`config.mk`:
```
export PLATFORM = sky130hd
export DESIGN_NAME = seg7_reader
export DESIGN_NICKNAME = d
export VERILOG_FILES = /design/src/rtl/seg7_pkg.sv /design/src/rtl/seg7_encoder.sv /design/src/rtl/seg7_reader.sv
export SDC_FILE = /design/constraint.sdc
export NUM_CORES = 1
export LEC_CHECK = 0
export ABC_AREA = 1
export CAP_MARGIN = 20
export CORE_MARGIN = 2
export CORE_UTILIZATION = 40
export CTS_BUF_LIST = sky130_fd_sc_hd__clkbuf_16
export DETAILED_ROUTE_END_ITERATION = 7
export DONT_BUFFER_PORTS = 1
export REMOVE_ABC_BUFFERS = 1
export SLEW_MARGIN = 40
export SYNTH_ARGS = -nofsm -noshare
export SYNTH_HDL_FRONTEND = slang
export SYNTH_SLANG_ARGS = --single-unit
```
`constraint.sdc`:
```
create_clock -name clk -period 3.1 [get_ports clk]
set_clock_uncertainty 0.05 [all_clocks]
set_input_delay 0.62 -clock clk [delete_from_list [all_inputs] [get_ports clk]]
set_output_delay 0.62 -clock clk [all_outputs]
set_load 0.1 [all_outputs]
```
`src/rtl/seg7_pkg.sv`:
```
`default_nettype none
// +----------------------------------------------------------------------------+
// | seg7_pkg                                                                   |
// | Shared 7-segment codes and reader state type.                              |
// | Rev 1.0                                                                    |
// +----------------------------------------------------------------------------+
package seg7_pkg;

    // Segment patterns, bit0=a ... bit6=g, active high
    localparam logic [6:0] SEG_0 = 7'h3F;
    localparam logic [6:0] SEG_1 = 7'h06;
    localparam logic [6:0] SEG_2 = 7'h5B;
    localparam logic [6:0] SEG_3 = 7'h4F;
    localparam logic [6:0] SEG_4 = 7'h66;
    localparam logic [6:0] SEG_5 = 7'h6D;
    localparam logic [6:0] SEG_6 = 7'h7D;
    localparam logic [6:0] SEG_7 = 7'h07;
    localparam logic [6:0] SEG_8 = 7'h7F;
    localparam logic [6:0] SEG_9 = 7'h67;

    localparam logic [3:0] SEG_INVALID_DIGIT = 4'hF;

    typedef enum logic [2:0] {
        IDLE        = 3'd0,
        SETTLE      = 3'd1,
        CAPTURE     = 3'd2,
        HOLD        = 3'd3,
        WAIT_CHANGE = 3'd4
    } seg7_rd_state_t;

endpackage : seg7_pkg
`default_nettype wire

```
`src/rtl/seg7_encoder.sv`:
```
`default_nettype none
// +----------------------------------------------------------------------------+
// | seg7_encoder                                                               |
// | Combinational segment-pattern to BCD encoder; flags non-legal patterns.    |
// | Rev 1.0                                                                    |
// +----------------------------------------------------------------------------+
module seg7_encoder
    import seg7_pkg::*;
(
    input  logic [6:0] seg,
    output logic [3:0] digit,
    output logic       invalid
);

    always_comb begin
        digit   = SEG_INVALID_DIGIT;
        invalid = 1'b1;
        case (seg)
            SEG_0: begin digit = 4'd0; invalid = 1'b0; end
            SEG_1: begin digit = 4'd1; invalid = 1'b0; end
            SEG_2: begin digit = 4'd2; invalid = 1'b0; end
            SEG_3: begin digit = 4'd3; invalid = 1'b0; end
            SEG_4: begin digit = 4'd4; invalid = 1'b0; end
            SEG_5: begin digit = 4'd5; invalid = 1'b0; end
            SEG_6: begin digit = 4'd6; invalid = 1'b0; end
            SEG_7: begin digit = 4'd7; invalid = 1'b0; end
            SEG_8: begin digit = 4'd8; invalid = 1'b0; end
            SEG_9: begin digit = 4'd9; invalid = 1'b0; end
            default: begin
                digit   = SEG_INVALID_DIGIT;
                invalid = 1'b1;
            end
        endcase
    end

endmodule : seg7_encoder
`default_nettype wire

```
`src/rtl/seg7_reader.sv`:
```
`default_nettype none
// +----------------------------------------------------------------------------+
// | seg7_reader                                                                |
// | Reads a multiplexed 7-segment display back to BCD digits with valid/ready. |
// | Optional SEG7_RD_SYNC_EN adds a two-flop synchronizer on the pins.         |
// | Rev 1.0                                                                    |
// +----------------------------------------------------------------------------+
module seg7_reader
    import seg7_pkg::*;
#(
    parameter int NUM_DIGITS    = 4,
    parameter int STABLE_CYCLES = 8
) (
    input  logic                          clk,
    input  logic                          rst_n,
    input  logic [6:0]                    seg_i,
    input  logic [NUM_DIGITS-1:0]         dig_sel_i,
    output logic [3:0]                    digit_o,
    output logic [$clog2(NUM_DIGITS)-1:0] digit_idx_o,
    output logic                          invalid_o,
    output logic                          valid_o,
    input  logic                          ready_i
);

    localparam int IDX_W  = $clog2(NUM_DIGITS);
    localparam int CNT_W  = $clog2(STABLE_CYCLES);
    localparam int PAIR_W = NUM_DIGITS + 7;
    localparam logic [CNT_W-1:0] CNT_LAST = CNT_W'(STABLE_CYCLES - 1);

    logic [PAIR_W-1:0]     pin_pair;
    logic [PAIR_W-1:0]     sample_q;
    logic [PAIR_W-1:0]     latch_q, latch_d;
    logic [CNT_W-1:0]      cnt_q, cnt_d;
    seg7_rd_state_t        state_q, state_d;
    logic [NUM_DIGITS-1:0] sample_sel;
    logic                  sample_onehot;
    logic                  pair_differs;
    logic                  accept;
    logic [3:0]            enc_digit;
    logic                  enc_invalid;
    logic [IDX_W-1:0]      enc_idx;

`ifdef SEG7_RD_SYNC_EN
    logic [PAIR_W-1:0] sync_q1, sync_q2;

    always_ff @(posedge clk or negedge rst_n) begin
        if (!rst_n) begin
            sync_q1 <= '0;
            sync_q2 <= '0;
        end else begin
            sync_q1 <= {dig_sel_i, seg_i};
            sync_q2 <= sync_q1;
        end
    end

    assign pin_pair = sync_q2;
`else
    assign pin_pair = {dig_sel_i, seg_i};
`endif

    assign sample_sel    = sample_q[PAIR_W-1:7];
    assign sample_onehot = (sample_sel != '0) &&
                           ((sample_sel & (sample_sel - NUM_DIGITS'(1))) == '0);
    assign pair_differs  = (sample_q != latch_q);
    assign accept        = (state_q == HOLD) && valid_o && ready_i;

    always_ff @(posedge clk or negedge rst_n) begin
        if (!rst_n) begin
            state_q  <= IDLE;
            sample_q <= '0;
            latch_q  <= '0;
            cnt_q    <= '0;
        end else begin
            state_q  <= state_d;
            sample_q <= pin_pair;
            latch_q  <= latch_d;
            cnt_q    <= cnt_d;
        end
    end

    always_comb begin
        state_d = state_q;
        latch_d = latch_q;
        cnt_d   = cnt_q;
        case (state_q)
            IDLE: begin
                if (sample_onehot) begin
                    latch_d = sample_q;
                    cnt_d   = '0;
                    state_d = SETTLE;
                end
            end
            SETTLE: begin
                // A change on the final count still wins over the capture
                if (!sample_onehot) begin
                    state_d = IDLE;
                end else if (pair_differs) begin
                    latch_d = sample_q;
                    cnt_d   = '0;
                end else if (cnt_q == CNT_LAST) begin
                    state_d = CAPTURE;
                end else begin
                    cnt_d = cnt_q + CNT_W'(1);
                end
            end
            CAPTURE: begin
                state_d = HOLD;
            end
            HOLD: begin
                if (accept) begin
                    state_d = WAIT_CHANGE;
                end
            end
            WAIT_CHANGE: begin
                if (pair_differs) begin
                    if (sample_onehot) begin
                        latch_d = sample_q;
                        cnt_d   = '0;
                        state_d = SETTLE;
                    end else begin
                        state_d = IDLE;
                    end
                end
            end
            default: begin
                state_d = IDLE;
            end
        endcase
    end

    seg7_encoder u_encoder (
        .seg     (latch_q[6:0]),
        .digit   (enc_digit),
        .invalid (enc_invalid)
    );

    always_comb begin
        enc_idx = '0;
        for (int i = 0; i < NUM_DIGITS; i++) begin
            if (latch_q[7+i]) begin
                enc_idx = IDX_W'(i);
            end
        end
    end

    always_ff @(posedge clk or negedge rst_n) begin
        if (!rst_n) begin
            digit_o     <= '0;
            digit_idx_o <= '0;
            invalid_o   <= 1'b0;
            valid_o     <= 1'b0;
        end else if (state_q == CAPTURE) begin
            digit_o     <= enc_digit;
            digit_idx_o <= enc_idx;
            invalid_o   <= enc_invalid;
            valid_o     <= 1'b1;
        end else if (accept) begin
            valid_o <= 1'b0;
        end
    end

endmodule : seg7_reader
`default_nettype wire

```
==> results of run 1 <==
final timing paths:
kind,from,endpoint,slack (ns),cells past startpoint
worst max-delay path,invalid_o$_DFFE_PN0P_,invalid_o,1.23,0
worst max register to register,sample_q[10]$_DFF_PN0_,latch_q[10]$_DFFE_PN0P_,1.39,9
worst min register to register,cnt_q[1]$_DFFE_PN0P_,cnt_q[1]$_DFFE_PN0P_,0.43,2
max in group asynchronous,rst_n,valid_o$_DFFE_PN0P_,2.68,1
worst min-delay path,rst_n,sample_q[5]$_DFF_PN0_,0.13,1
min in group clk,dig_sel_i[1],sample_q[8]$_DFF_PN0_,0.32,0
power by group through the flow:
stage | logic, W | clock network [W] | registers [W]
floorplan | 0.000410 | 0 | 0.00107
global placement | 0.000487 | 0 | 0.00110
detailed placement | 0.000573 | 0 | 0.00107
CTS | 0.000590 | 0.000492 | 0.00106
global route | 0.000679 | 0.000509 | 0.00109
finish | 0.000583 | 0.000476 | 0.00106
registers in the layout, summed over array words and instances, names as in the netlist:
register	flops
sample_q	11
state_q	3
invalid_o	1
digit_idx_o	2
digit_o	4
cnt_q	3
valid_o	1
latch_q	11
kinds of logic (layout without fill, tap and decap cells):
kind of cell | Yosys count | after routing | share of synthesized area, %
XOR/XNOR | 4 | 4 | 1.923
adder cells (fa/ha/maj) | 2 | 2 | 1.373
buffers and inverters | 32 | 41 | 7.211
AO/OA/AOI/OAI | 16 | 16 | 4.602
AND/OR/NAND/NOR | 151 | 151 | 35.44
flip-flops | 36 | 36 | 49.45
worst register-to-register path, stage by stage (launching register included):
cell and delay (ns):
dfrtp_1 0.43, nand2_1 0.08, inv_1 0.04, o21ai_1 0.10, nand2_1 0.14, a21oi_1 0.17
nand2_2 0.09, nor2_2 0.36, nand2_1 0.09, nand2_1 0.09
Yosys cell counts, drive strengths merged, types with 2 or more instances:
cell type / instances
nand2: 106
dfrtp: 36
inv: 29
nor2: 22
nor3: 10
a21oi: 7
nand4: 7
o21ai: 7
nand3: 6
xnor2: 3
buf: 2
ha: 2
area by class of cell:
class	instances	area, um^2
Fill cell	441	2315
Clock buffer	5	125.1
Sequential cell	36	908.4
Clock inverter	3	13.76
Multi-Input combinational cell	173	789.5
Tap cell	52	65.06
Timing Repair Buffer	4	58.81
Inverter	29	108.9
layer usage:
metal,wire [um],global-route usage [%],share of wire (%),up-vias
li1,-,-,-,766
met1,1786,21.45,52,634
met2,1423,22.33,42,34
met3,150,4.360,4.4,8
met4,63,6.289,1.8,0
met5,0,0,0,-
per-stage QoR:
stage               hold WS, ns  instance area (um^2)  setup WS (ns)  util (%)  cells
floorplan                0.2744                  1799          1.518         -    238
global placement         0.2758                  1872          1.371     42.69    291
detailed placement       0.2759                  1906          1.381     43.46    293
CTS                      0.1297                  2064          1.215     47.09    302
global route             0.1376                  2069          1.171     47.20    302
finish                   0.1253                  2069          1.229     47.20    302
==> results.cfg, run 1 <==
[outcome]
status = finished, final reports clean

[power]
p_leak_nw = 1.069
seq_power_share_pct = 50.1
pwr-share-comb_pct = 27.4
p_int_w = 0.001110
power_frac_clock_pct = 22.4
power_density_nw_per_um2 = 1026
swShare_pct = 47.74
irDropWorstVdd_v = 0.0004387
power.switching_w = 0.001014
total_power_w = 0.002124

[yosys]
post_synth_num_cell_types = 23
synthTopCellsByArea = dfrtp_1 49%, nand2_1 21%, inv_1 5.8%, nor2_1 3.5%, nor3_1 2.7%
seq_area_frac_synth_pct = 49.45
ys_seq_elements = 36
synth_top_area_share_pct = 49.45
netlist_instances = 241
synth_top_area_cell = dfrtp_1
syn-cell-area_um2 = 1822
synth_edf_count = 0
yosysWarnings = 0
async_flop_share_pct = 100.0
ys.flop_type = dfrtp_1
syn_avg_cell_area_um2 = 7.559

[grt]
track_usage_pct = 15.30
grt-ovfl-total = 0
first_global_vias = 1324
antenna_found_initial = 0
grt_max_degree = 37
grt_pass1_wl_um = 6072

[floorplan]
initial_core_util_pct = 41.55
die_w_um = 71.49
core_area_um2 = 4384
dieArea_um2 = 5110
io_pins = 22
rows = 24
die_h_um = 71.49

[sta]
fin_crit_ns = 1.871
worst_slew_pin_slew_ns = 0.8896
hold_viol = 0
max_freq_mhz = 534.6
timing.final.crit_share_pct = 60.34
drv_slew = 0
setup_tns_ns = 0
maxSlewHeadroom_pct = 40.69
finalSetupViolCount = 0
rsz0062_at_grt = false

[clocking]
worstSkewPairLatency_ns = 0.28
numCtsBuffers = 5
post-cts-setup-buffers = 0
htreeDepth = 2
ctsResizeCount = 0
clockBufferDepth = 2
cts_root_buf = clkbuf_16
cts_hold_buf = 1
cts_sinks = 36
cts_tree = built
clk_pin_slew_worst_paths_ns = 0.05

[critical_path]
critical_path_class = flip-flop to primary output
cp.required_ns = 2.43
arrival_ns = 1.20
crit_path_max_fanout = 2
cp-end-kind = primary output
cp-start-kind = flip-flop

[layout]
drive_gt1_share_pct = 10.40
layout_commonest_cell = nand2_1
layout_common_cells = 103 x nand2_1, 30 x dfrtp_1, 28 x inv_1
diodes = 0
syn_to_final_growth_pct = 13.60
nNetsFinal = 265

[detailed_routing]
drt-total-wl_um = 3424
wire_per_inst_um = 11.34
vias = 1442
drc = 0
drt-pass1-iter-count = 4
ant_nets = 0
drtIter0Drc = 137
viasPerCell = 4.775

[place]
numPortBuffers = 0
routabilityCongestion = 0.8478
dp_hpwl_um = 2430

[flow_run]
maxCapViolations = 0

[hold_path]
min_path_type = primary input to async pin
Power figures use the tool's default switching activity.
==> run 2: changes to the inputs <==
clock period = 2 ns   (was 3.1 ns; I/O delays follow)
==> results.cfg, run 2 (same netlist as run 1, synthesis figures left out) <==
[outcome]
status = finished, final reports clean

[layout]
syn_to_final_growth_pct = 19.51
top_regs = latch_q x11, sample_q x11, digit_o x4
nNetsFinal = 272
fin_area_um2 = 2177
stdcell_count = 309
layout_commonest_cell = nand2_1
drive_gt1_share_pct = 10.89
diodes = 0
layout_common_cells = 103 x nand2_1, 36 x dfrtp_1, 28 x inv_1

[hold_path]
min_delay_path_depth = 0
min_to = sample_q[2]$_DFF_PN0_
min_path_type = primary input to flip-flop
hold_start = seg_i[2]

[power]
p_leak_nw = 1.134
irDropWorstVdd_v = 0.0008394
p_int_w = 0.002151
pwr-share-comb_pct = 39.6
swShare_pct = 42.55
seq_power_share_pct = 30.1
power_density_nw_per_um2 = 1719
power.switching_w = 0.001593
power_frac_clock_pct = 30.2
total_power_w = 0.003743

[detailed_routing]
drt-total-wl_um = 3492
drtIter0Drc = 131
wire_per_inst_um = 11.30
drc = 0
vias = 1482
ant_nets = 0
viasPerCell = 4.796
drt-pass1-iter-count = 4

[floorplan]
die_w_um = 71.49
io_pins = 22
die_h_um = 71.49
core_area_um2 = 4384
rows = 24
initial_core_util_pct = 41.55
dieArea_um2 = 5110

[grt]
met1_usage_pct = 20.93
grt_max_degree = 37
grt-ovfl-total = 0
gr-usage-met3_pct = 4.923
grt_busiest_layer = met2
track_usage_pct = 15.31
antenna_found_initial = 0
grt_pass1_wl_um = 6023
use_met2_pct = 21.81
first_global_vias = 1321

[place]
place_area_um2 = 1932
dp_hpwl_um = 2528
dp.cells = 299
routabilityCongestion = 0.8317
numPortBuffers = 0

[clocking]
cts_sinks = 36
clk_pin_slew_worst_paths_ns = 0.06
numCtsBuffers = 5
htreeDepth = 2
worstSkewPairLatency_ns = 0.28
ctsResizeCount = 0
cts_tree = built
clockBufferDepth = 2
cts_root_buf = clkbuf_16

[critical_path]
critical_path_class = flip-flop to flip-flop
crit_chain = nor3_1 -> inv_1 -> a21oi_1 -> nand2_2 -> nor2_2 -> nand2_1 -> nand2_1
cpMostUsedCell = nand2_1
cp-end-kind = flip-flop
crit_slowest_cell = dfrtp_1
r2r_slack_ns = 0.29
crit_path_max_fanout = 11
timing.rr.end = latch_q[10]$_DFFE_PN0P_
worst_path_largest_cell_delay_ns = 0.40
r2r-start = state_q[2]$_DFFE_PN0P_
path_delay_family = simple AND/OR/NAND/NOR gates
cp-start-kind = flip-flop
path_buf_inv = 1
r2r.worst_path.cells = 7
arrival_ns = 1.87
cp.required_ns = 2.16

[sta]
hold_viol = 0
timing.final.crit_share_pct = 85.38
worst_slew_pin_slew_ns = 0.4392
rsz0062_at_grt = false
max_freq_mhz = 585.6
maxSlewHeadroom_pct = 70.69
drv_slew = 0
setup_tns_ns = 0
finalSetupViolCount = 0
fin_crit_ns = 1.708

[flow_run]
maxCapViolations = 0
[run 2: cell count changes in the layout (fill, tap and decap cells not counted), sizes merged]
| cell | before | now |
|---|---|---|
| clkinv | 3 | 0 |
| dlygate4sd3 | 0 | 1 |
| buf | 4 | 10 |
| bufinv | 0 | 3 |
[run 2: worst register-to-register path, stage by stage (launching register included)]
cell and delay [ns]:
dfrtp_1 0.40, nor3_1 0.25, inv_1 0.14, a21oi_1 0.17, nand2_2 0.09, nor2_2 0.35
nand2_1 0.11, nand2_1 0.09
[run 2: cell type report]
class | count | area (um^2)
clock buffer | 5 | 125.1
clock inverter | 3 | 90.09
fill | 403 | 2207
inverter | 29 | 108.9
multi-input combinational | 173 | 789.5
sequential | 36 | 900.9
tap | 52 | 65.06
timing repair buffer | 11 | 97.59
[run 2: metal layers]
layer / wire length [um] / up-vias / part of all wire, %
met5: 0 / - / 0
met4: 50 / 0 / 1.4
met3: 160 / 6 / 4.6
met2: 1584 / 34 / 45
met1: 1697 / 661 / 49
li1: - / 781 / -
[run 2: power groups by stage]
| stage | logic [W] | registers [W] | clock network [W] |
|---|---|---|---|
| detailed placement | 0.00147 | 0.00114 | 0 |
| global route | 0.00163 | 0.00116 | 0.00118 |
| CTS | 0.00150 | 0.00113 | 0.00116 |
| global placement | 0.00146 | 0.00114 | 0 |
| finish | 0.00148 | 0.00113 | 0.00113 |
| floorplan | 0.000636 | 0.00166 | 0 |
[run 2: what timing repair did]
item                      4_1_cts  5_1_grt
setup buffers                   0        0
hold endpoints to repair       36        0
hold buffers                    2        0
[run 2: worst max-delay path by stage]
stage                     slack, ns                 endpoint              startpoint  depth (start not counted)
after global placement         0.26  latch_q[10]$_DFFE_PN0P_  state_q[2]$_DFFE_PN0P_                          7
after detailed placement       0.28  latch_q[10]$_DFFE_PN0P_  state_q[2]$_DFFE_PN0P_                          7
after floorplan                0.49   state_q[0]$_DFFE_PN0P_     valid_o$_DFFE_PN0P_                          3
after CTS                      0.25  latch_q[10]$_DFFE_PN0P_  state_q[2]$_DFFE_PN0P_                          7
after global routing          0.008   latch_q[5]$_DFFE_PN0P_  state_q[2]$_DFFE_PN0P_                          7
final                          0.29  latch_q[10]$_DFFE_PN0P_  state_q[2]$_DFFE_PN0P_                          7
[run 2: stage by stage]
step	setup slack (ns)	utilization (%)	hold WS (ns)
floorplan	0.4918	-	0.05441
global placement	0.2647	44.06	0.05572
detailed placement	0.2751	44.06	0.05559
CTS	0.2474	49.66	0.09169
global route	0.007832	49.66	0.08558
finish	0.2923	49.66	0.09971
